**src/rtl/axis_pkt_rr_arbiter.sv**
```systemverilog
// Packet-locked round-robin arbiter: merges NUM_S AXI4-Stream slaves onto one master,
// holding each grant until TLAST and truncating packets longer than MAX_BEATS.
module axis_pkt_rr_arbiter #(
    parameter int NUM_S      = 4,
    parameter int DATA_WIDTH = 32,
    parameter int ID_WIDTH   = 4,
    parameter int DEST_WIDTH = 4,
    parameter int USER_WIDTH = 32,
    parameter int MAX_BEATS  = 256
) (
    input  logic                              aclk,
    input  logic                              areset,
    input  logic [NUM_S-1:0]                  s_tvalid,
    output logic [NUM_S-1:0]                  s_tready,
    input  logic [NUM_S*DATA_WIDTH-1:0]       s_tdata,
    input  logic [NUM_S*DATA_WIDTH/8-1:0]     s_tkeep,
    input  logic [NUM_S*DATA_WIDTH/8-1:0]     s_tstrb,
    input  logic [NUM_S-1:0]                  s_tlast,
    input  logic [NUM_S*ID_WIDTH-1:0]         s_tid,
    input  logic [NUM_S*DEST_WIDTH-1:0]       s_tdest,
    input  logic [NUM_S*USER_WIDTH-1:0]       s_tuser,
    output logic                              m_tvalid,
    input  logic                              m_tready,
    output logic [DATA_WIDTH-1:0]             m_tdata,
    output logic [DATA_WIDTH/8-1:0]           m_tkeep,
    output logic [DATA_WIDTH/8-1:0]           m_tstrb,
    output logic                              m_tlast,
    output logic [ID_WIDTH-1:0]               m_tid,
    output logic [DEST_WIDTH-1:0]             m_tdest,
    output logic [USER_WIDTH-1:0]             m_tuser,
    output logic [$clog2(NUM_S)-1:0]          grant_idx,
    output logic                              grant_busy,
    output logic                              err_overlen,
    input  logic                              err_clr
);
    localparam int IDX_W  = $clog2(NUM_S);
    localparam int CNT_W  = $clog2(MAX_BEATS);
    localparam int KEEP_W = DATA_WIDTH / 8;
    localparam logic [CNT_W-1:0] LAST_BEAT = CNT_W'(MAX_BEATS - 1);

    typedef enum logic {IDLE = 1'b0, BUSY = 1'b1} state_t;

    state_t             state_r, state_next_s;
    logic [IDX_W-1:0]   grant_idx_r, last_grant_r, pick_idx_s, cand_s;
    logic               pick_valid_s;
    logic [CNT_W-1:0]   beat_cnt_r;
    logic               err_overlen_r;
    logic               forced_last_s, hs_s;

    // Round-robin search; scanning downward leaves the nearest requester after last_grant.
    always_comb begin
        pick_valid_s = 1'b0;
        pick_idx_s   = last_grant_r;
        cand_s       = last_grant_r;
        for (int k = NUM_S; k >= 1; k--) begin
            cand_s = IDX_W'((int'(last_grant_r) + k) % NUM_S);
            if (s_tvalid[cand_s]) begin
                pick_valid_s = 1'b1;
                pick_idx_s   = cand_s;
            end else begin
                pick_valid_s = pick_valid_s;
                pick_idx_s   = pick_idx_s;
            end
        end
    end

    // Data fields always follow the registered grant, so they hold the last port while idle.
    assign m_tdata = s_tdata[grant_idx_r*DATA_WIDTH +: DATA_WIDTH];
    assign m_tkeep = s_tkeep[grant_idx_r*KEEP_W +: KEEP_W];
    assign m_tstrb = s_tstrb[grant_idx_r*KEEP_W +: KEEP_W];
    assign m_tid   = s_tid[grant_idx_r*ID_WIDTH +: ID_WIDTH];
    assign m_tdest = s_tdest[grant_idx_r*DEST_WIDTH +: DEST_WIDTH];
    assign m_tuser = s_tuser[grant_idx_r*USER_WIDTH +: USER_WIDTH];

    assign grant_idx   = grant_idx_r;
    assign grant_busy  = (state_r == BUSY);
    assign err_overlen = err_overlen_r;

    // Handshake pass-through and forced TLAST on the final permitted beat.
    always_comb begin
        s_tready      = '0;
        forced_last_s = (beat_cnt_r == LAST_BEAT);
        m_tlast       = s_tlast[grant_idx_r] | forced_last_s;
        if (state_r == BUSY) begin
            m_tvalid              = s_tvalid[grant_idx_r];
            s_tready[grant_idx_r] = m_tready;
        end else begin
            m_tvalid = 1'b0;
        end
        hs_s = m_tvalid & m_tready;
    end

    // Next-state logic.
    always_comb begin
        state_next_s = state_r;
        case (state_r)
            IDLE: begin
                if (pick_valid_s) state_next_s = BUSY;
                else              state_next_s = IDLE;
            end
            BUSY: begin
                if (hs_s && m_tlast) state_next_s = IDLE;
                else                 state_next_s = BUSY;
            end
            default: state_next_s = IDLE;
        endcase
    end

    // State, grant, beat counter and sticky over-length flag.
    always_ff @(posedge aclk) begin
        if (areset) begin
            state_r       <= IDLE;
            grant_idx_r   <= '0;
            last_grant_r  <= IDX_W'(NUM_S - 1);
            beat_cnt_r    <= '0;
            err_overlen_r <= 1'b0;
        end else begin
            state_r <= state_next_s;
            case (state_r)
                IDLE: begin
                    if (pick_valid_s) begin
                        grant_idx_r  <= pick_idx_s;
                        last_grant_r <= pick_idx_s;
                        beat_cnt_r   <= '0;
                    end
                end
                BUSY: begin
                    if (hs_s && m_tlast) beat_cnt_r <= '0;
                    else if (hs_s)       beat_cnt_r <= beat_cnt_r + {{(CNT_W-1){1'b0}}, 1'b1};
                end
                default: beat_cnt_r <= '0;
            endcase
            // Set beats clear when both happen together.
            if (hs_s && forced_last_s && !s_tlast[grant_idx_r]) err_overlen_r <= 1'b1;
            else if (err_clr)                                    err_overlen_r <= 1'b0;
        end
    end
endmodule

```
**config.mk**
```make
export PLATFORM = sky130hd
export DESIGN_NAME = axis_pkt_rr_arbiter
export DESIGN_NICKNAME = d
export VERILOG_FILES = /design/src/rtl/axis_pkt_rr_arbiter.sv
export SDC_FILE = /design/constraint.sdc
export NUM_CORES = 1
export LEC_CHECK = 0
export ABC_AREA = 1
export CORE_AREA = 3 3 162 164
export CTS_CLUSTER_DIAMETER = 60
export DETAILED_ROUTE_END_ITERATION = 10
export DIE_AREA = 0 0 165 167
export SYNTH_ARGS = -nofsm -noshare
export SYNTH_HDL_FRONTEND = slang
export SYNTH_SLANG_ARGS = --single-unit
```
**constraint.sdc**
```tcl
create_clock -name aclk -period 2 [get_ports aclk]
set_clock_uncertainty 0.05 [all_clocks]
set_input_delay 0.2 -clock aclk [delete_from_list [all_inputs] [get_ports aclk]]
set_output_delay 0.2 -clock aclk [all_outputs]
set_load 0.02 [all_outputs]
```
# Word-level counts from Yosys, hierarchy flattened
# Index checks and enable logic that the tools add are counted.
[totals]
in_bits = 332
output_inout_bits = 90
ff_bits = 14
wordCells = 70
[classes]
shift = 6
n_reduce_logical = 8
add_sub_neg = 5
eq_ne = 3
n_bitwise = 4
magnitude_cmp = 6
mux = 33
[ops]
columns = ["operator", "count"]
rows = [
  ["$shiftx A128 B8 Y32", 2],
  ["$shiftx A16 B5 Y4", 4],
  ["$mux W8", 3],
  ["$mux W1", 16],
  ["$pmux W8 S2", 1],
  ["$lt A2 B3 Y1 const B", 5],
  ["$bmux W1 S2", 6],
  ["$add A8 B1 Y8 const B", 1],
  ["$eq A8 B8 Y1 const B", 1],
  ["$mux W2", 4],
  ["$add A2 B1 Y2 const B", 2],
  ["$add A2 B2 Y2 const B", 2],
  ["$and A4 B4 Y4", 1],
  ["$logic_and A1 B1 Y1", 4],
  ["$mux W4", 1],
  ["$reduce_and A2 Y1", 2],
  ["$ne A3 B1 Y1 const B", 1],
  ["$demux W1 S2", 1],
  ["$ge A2 B1 Y1 const B", 1],
  ["$ne A2 B2 Y1 const B", 1],
  ["$pmux W1 S2", 1],
  ["$reduce_bool A2 Y1", 1],
  ["$and A1 B1 Y1", 1],
  ["$logic_not A1 Y1", 1],
  ["2 further kinds", 2],
]

# Longest topological paths before layout
[logic_depth]
ltp_word = 9
mapped_depth = 13
depth_no_buf = 11

# Worst setup path before layout
# No wires, ideal clock.
[synth_timing]
path_type = "flip-flop to flip-flop"
from = "register grant_idx_r[0], in the netlist grant_idx[0]"
to = "register beat_cnt_r[0]"
n_path_buf = 2
period_less_slack_ns = 1.704
t_required_ns = 1.837
arrival_time_ns = 1.542
path_stages_with_launch = 14
slack_ns = 0.296
setup_ns = 0.113
path_cell_list = "dfxtp_1 > buf_4 > inv_2 > buf_4 > nand2_1 > nor2_1 > nor2_1 > nand2_2 > nand2_2 > nand2_2 > nand2_1 > nand2_2 > nand2_4 > nor2_2"
[synth_between]
word_cells_on_any_way = 12
classes_between = "eq/ne (1); mux (7); bitwise (2); reduce/logical (2)"
[synth_rtl]
columns = ["element", "line", "text"]
rows = [
  ["start, declared", "44", "logic [IDX_W-1:0] grant_idx_r, last_grant_r, pick_idx_s, cand_s;"],
  ["start signal, assigned", "122", "grant_idx_r <= pick_idx_s;"],
  ["$bmux W1 S2 *", "83", "m_tlast = s_tlast[grant_idx_r] | forced_last_s;"],
  ["$mux W1 (implied by the code) *", "83", ""],
  ["$or A1 B1 Y1 *", "83", ""],
  ["via m_tlast", "27", "output logic m_tlast,"],
  ["$logic_and A1 B1 Y1 *", "128", "if (hs_s && m_tlast) beat_cnt_r <= '0;"],
  ["$mux W8 / $ne A3 B1 Y1 (equally long branches)", "n/a", ""],
  ["$pmux W8 S2 / $reduce_and A2 Y1 (equally long branches)", "n/a", ""],
  ["end signal, assigned", "129", "else if (hs_s) beat_cnt_r <= beat_cnt_r + {{(CNT_W-1){1'b0}}, 1'b1};"],
  ["end, declared", "46", "logic [CNT_W-1:0] beat_cnt_r;"],
]
# The timed path passes the listed nets; every way through them passes the cells marked *. The select of a mux whose other input is x is not followed.
# A chain may end at the register's enable or synchronous reset.

# Worst setup path after layout
[layout_timing]
from = "register grant_idx_r[1], in the netlist grant_idx[1]"
to = "output port m_tuser[13]"
[layout_between]
elab_chain_cells = 1
[layout_lines]
columns = ["element", "line", "text"]
rows = [
  ["$shiftx A128 B8 Y32", "73", "assign m_tuser = s_tuser[grant_idx_r*USER_WIDTH +: USER_WIDTH];"],
  ["end, declared", "30", "output logic [USER_WIDTH-1:0] m_tuser,"],
]
# Every way passes these cells.

==> results.ini <==
[synthesis]
synth_top_area_share_pct = 42.1
yosysTopAreaCell = nand3_1
synth_warnings = 0
yosysSeqAreaShare_pct = 9.24
synth_fp_nets = 864
synthDistinctLibCells = 29
ys.flop_type = dfxtp_1
ys_ff_latch = 14
synthArstFlopShare_pct = 0
syn_inst = 531
syn_area_um2 = 3030
synth_edf_count = 0
ys_top_cells_by_area = nand3_1 42%, a22oi_1 20%, dfxtp_1 9.2%
syn_avg_cell_area_um2 = 5.71

[placement]
gp_congestion = 0.897
place_ws_ns = -0.0333
hpwl_mm = 18.7
dp.cells = 1276
io_buffers = 421

[clocking]
cts-buffers-inserted = 3
clk_latency_ns = 0.25
cts_root_buf = clkbuf_16
ctsHtreeMaxLevel = 1
clockBufferDepth = 2
cts_tree = done
clk_pin_slew_worst_paths_ns = 0.05
cts.sinks = 14
hold_buffers = 0

[global_route]
grt_use_total_pct = 14.9
grt_pass1_vias = 5481
grt_overflow = 0
grt_pass1_wl_mm = 32.0
antenna_found_initial = 3
grt_max_degree = 55

[layout]
fin_cells = 1281
n_antenna_cell = 0
final_util_pct = 31.8
drive_gt1_share_pct = 13.9
syn_to_final_growth_pct = 163
final_nets = 1285

[sta]
grt_setup_unrepaired = no
tightest_slew_ns = 0.349
slew_headroom_pct = 76.6
min_period_ns = 1.94
clock.fmax_ghz = 0.515
fin_hold_ws_ns = 0.415
report.final.hold_viol_count = 0
slew_viol_final = 0
setup_ws_ns = 0.0600
finalCritPeriodShare_pct = 97.0
setup_violations = 0

[route]
antenna_left = 0
drc = 0
dr.pass1.iters = 4
num_vias = 5706
vias_per_cell = 4.45
totalWireLength_mm = 23.1
wl_per_cell_um = 18.0
drt_iter0_markers = 363

[power]
leakage_nw = 3.21
power_density_nw_per_um2 = 1310
vdd_drop_max_mv = 0.600
finalPower_mw = 10.5

[worst_setup_path]
critPathRequiredTime_ns = 1.75
worstSetupPathType = reg2out
timing.critical_path.from_type = flop
path_max_fanout = 31
endpoint_kind = primary output
crit_arrival_ns = 1.69

[die]
io_pins = 422
die_width_um = 165
initial_core_util_pct = 12.1
dieArea_um2 = 27600
die_h_um = 167
core_um2 = 25000
row_count = 58

[outcome]
status = finished, final reports clean

[min_path]
hold_class = reg2reg

[flow_run]
cap_violations = 0

-- registers in the layout (all words and copies together) (netlist names) --
register,flops
grant_busy,1
err_overlen,1
grant_idx,2
beat_cnt_r,8
last_grant_r,2
-- per-stage QoR --
stage / area, um^2 / TNS (ns)
after detailed placement: 7930 / -0.0362
after CTS: 7990 / -1.75
after global placement: 7930 / -0.0566
after global routing: 7960 / 0
after floorplan: 3030 / 0
final: 7960 / 0
-- Yosys cell counts, types with 3 or more instances --
master    instances
inv_2             4
nand2_4           3
nand3_1         255
nor2_2            5
clkbuf_1         37
nor2_1           17
o21ai_1           3
inv_1            16
a21oi_2           3
nand4_1           3
buf_6             3
nand2_2           8
a21oi_1           7
nand2_1          46
a22oi_1          79
dfxtp_1          14
buf_2            11
-- cell type report --
type                    instances  area [um^2]
repair buffers                471         4620
multi-input cells             442         2480
well taps                     330          413
clock buffers                   4         78.8
fillers                      2723        17100
inverters                      20         80.1
flip-flops and latches         14          288
-- where the power goes --
group / internal (mW) / switching, mW / leakage, nW
clock: 0.270 / 0.117 / 0.0382
combinational: 4.08 / 5.53 / 3.06
sequential: 0.351 / 0.114 / 0.116
-- cells by family (layout without fill, tap and decap cells) --
kind of cell	Yosys count	after routing	share of synthesized area [%]
simple gates	343	343	55.9
compound gates	95	95	22.9
buf+inv	75	495	10.7
flops	14	14	9.24
xor+xnor	3	3	0.866
fa+ha+maj	1	1	0.412
-- path summary, 6_finish.rpt --
check / startpoint / endpoint / slack (ns) / cells after the start
worst min register to register: beat_cnt_r[5] / beat_cnt_r[5] / 0.42 / 2
worst min-delay path: beat_cnt_r[5] / beat_cnt_r[5] / 0.42 / 2
worst max-delay path: grant_idx[1] / m_tuser[13] / 0.06 / 7
worst max register to register: grant_idx[1] / beat_cnt_r[0] / 0.20 / 12
-- per-layer routing --
layer  share of wire [%]  track usage (%)  vias to the layer above
li1                    -                -                     2812
met1                  39             17.6                     2590
met2                  51             27.6                      278
met3                 9.0             3.86                       24
met4                 1.1             1.60                        2
met5               0.056                0                        -
-- timing repair --
action,CTS,global route
pin swaps,0,1
buffers inserted,0,0
endpoints found under the hold margin,0,0
endpoints found under the setup margin,80,70
resized for setup,125,69
gates cloned,1,0
-- worst max-delay path: stages, from the launching register on --
cell and delay, ns:
dfxtp_4 0.38, inv_2 0.08, nand2_2 0.07, inv_4 0.14, buf_12 0.21, a22oi_1 0.10
nand3_1 0.11, clkdlybuf4s15_1 0.32
-- cell usage in the layout (no fill, tap or decap), types with 7 or more instances in the layout --
cell type	n
buf_2	17
dlymetal6s2s_1	10
nand3_1	255
clkdlybuf4s50_1	335
buf_12	12
buf_4	40
a22oi_2	10
dfxtp_1	12
nor2_1	15
a22oi_1	69
inv_1	16
nand2_2	9
dlygate4sd2_1	23
nand2_1	45
nor2_2	7
clkdlybuf4s15_1	15
clkbuf_2	14
a21oi_1	7
Note: power is estimated with default switching activity, not from simulation.
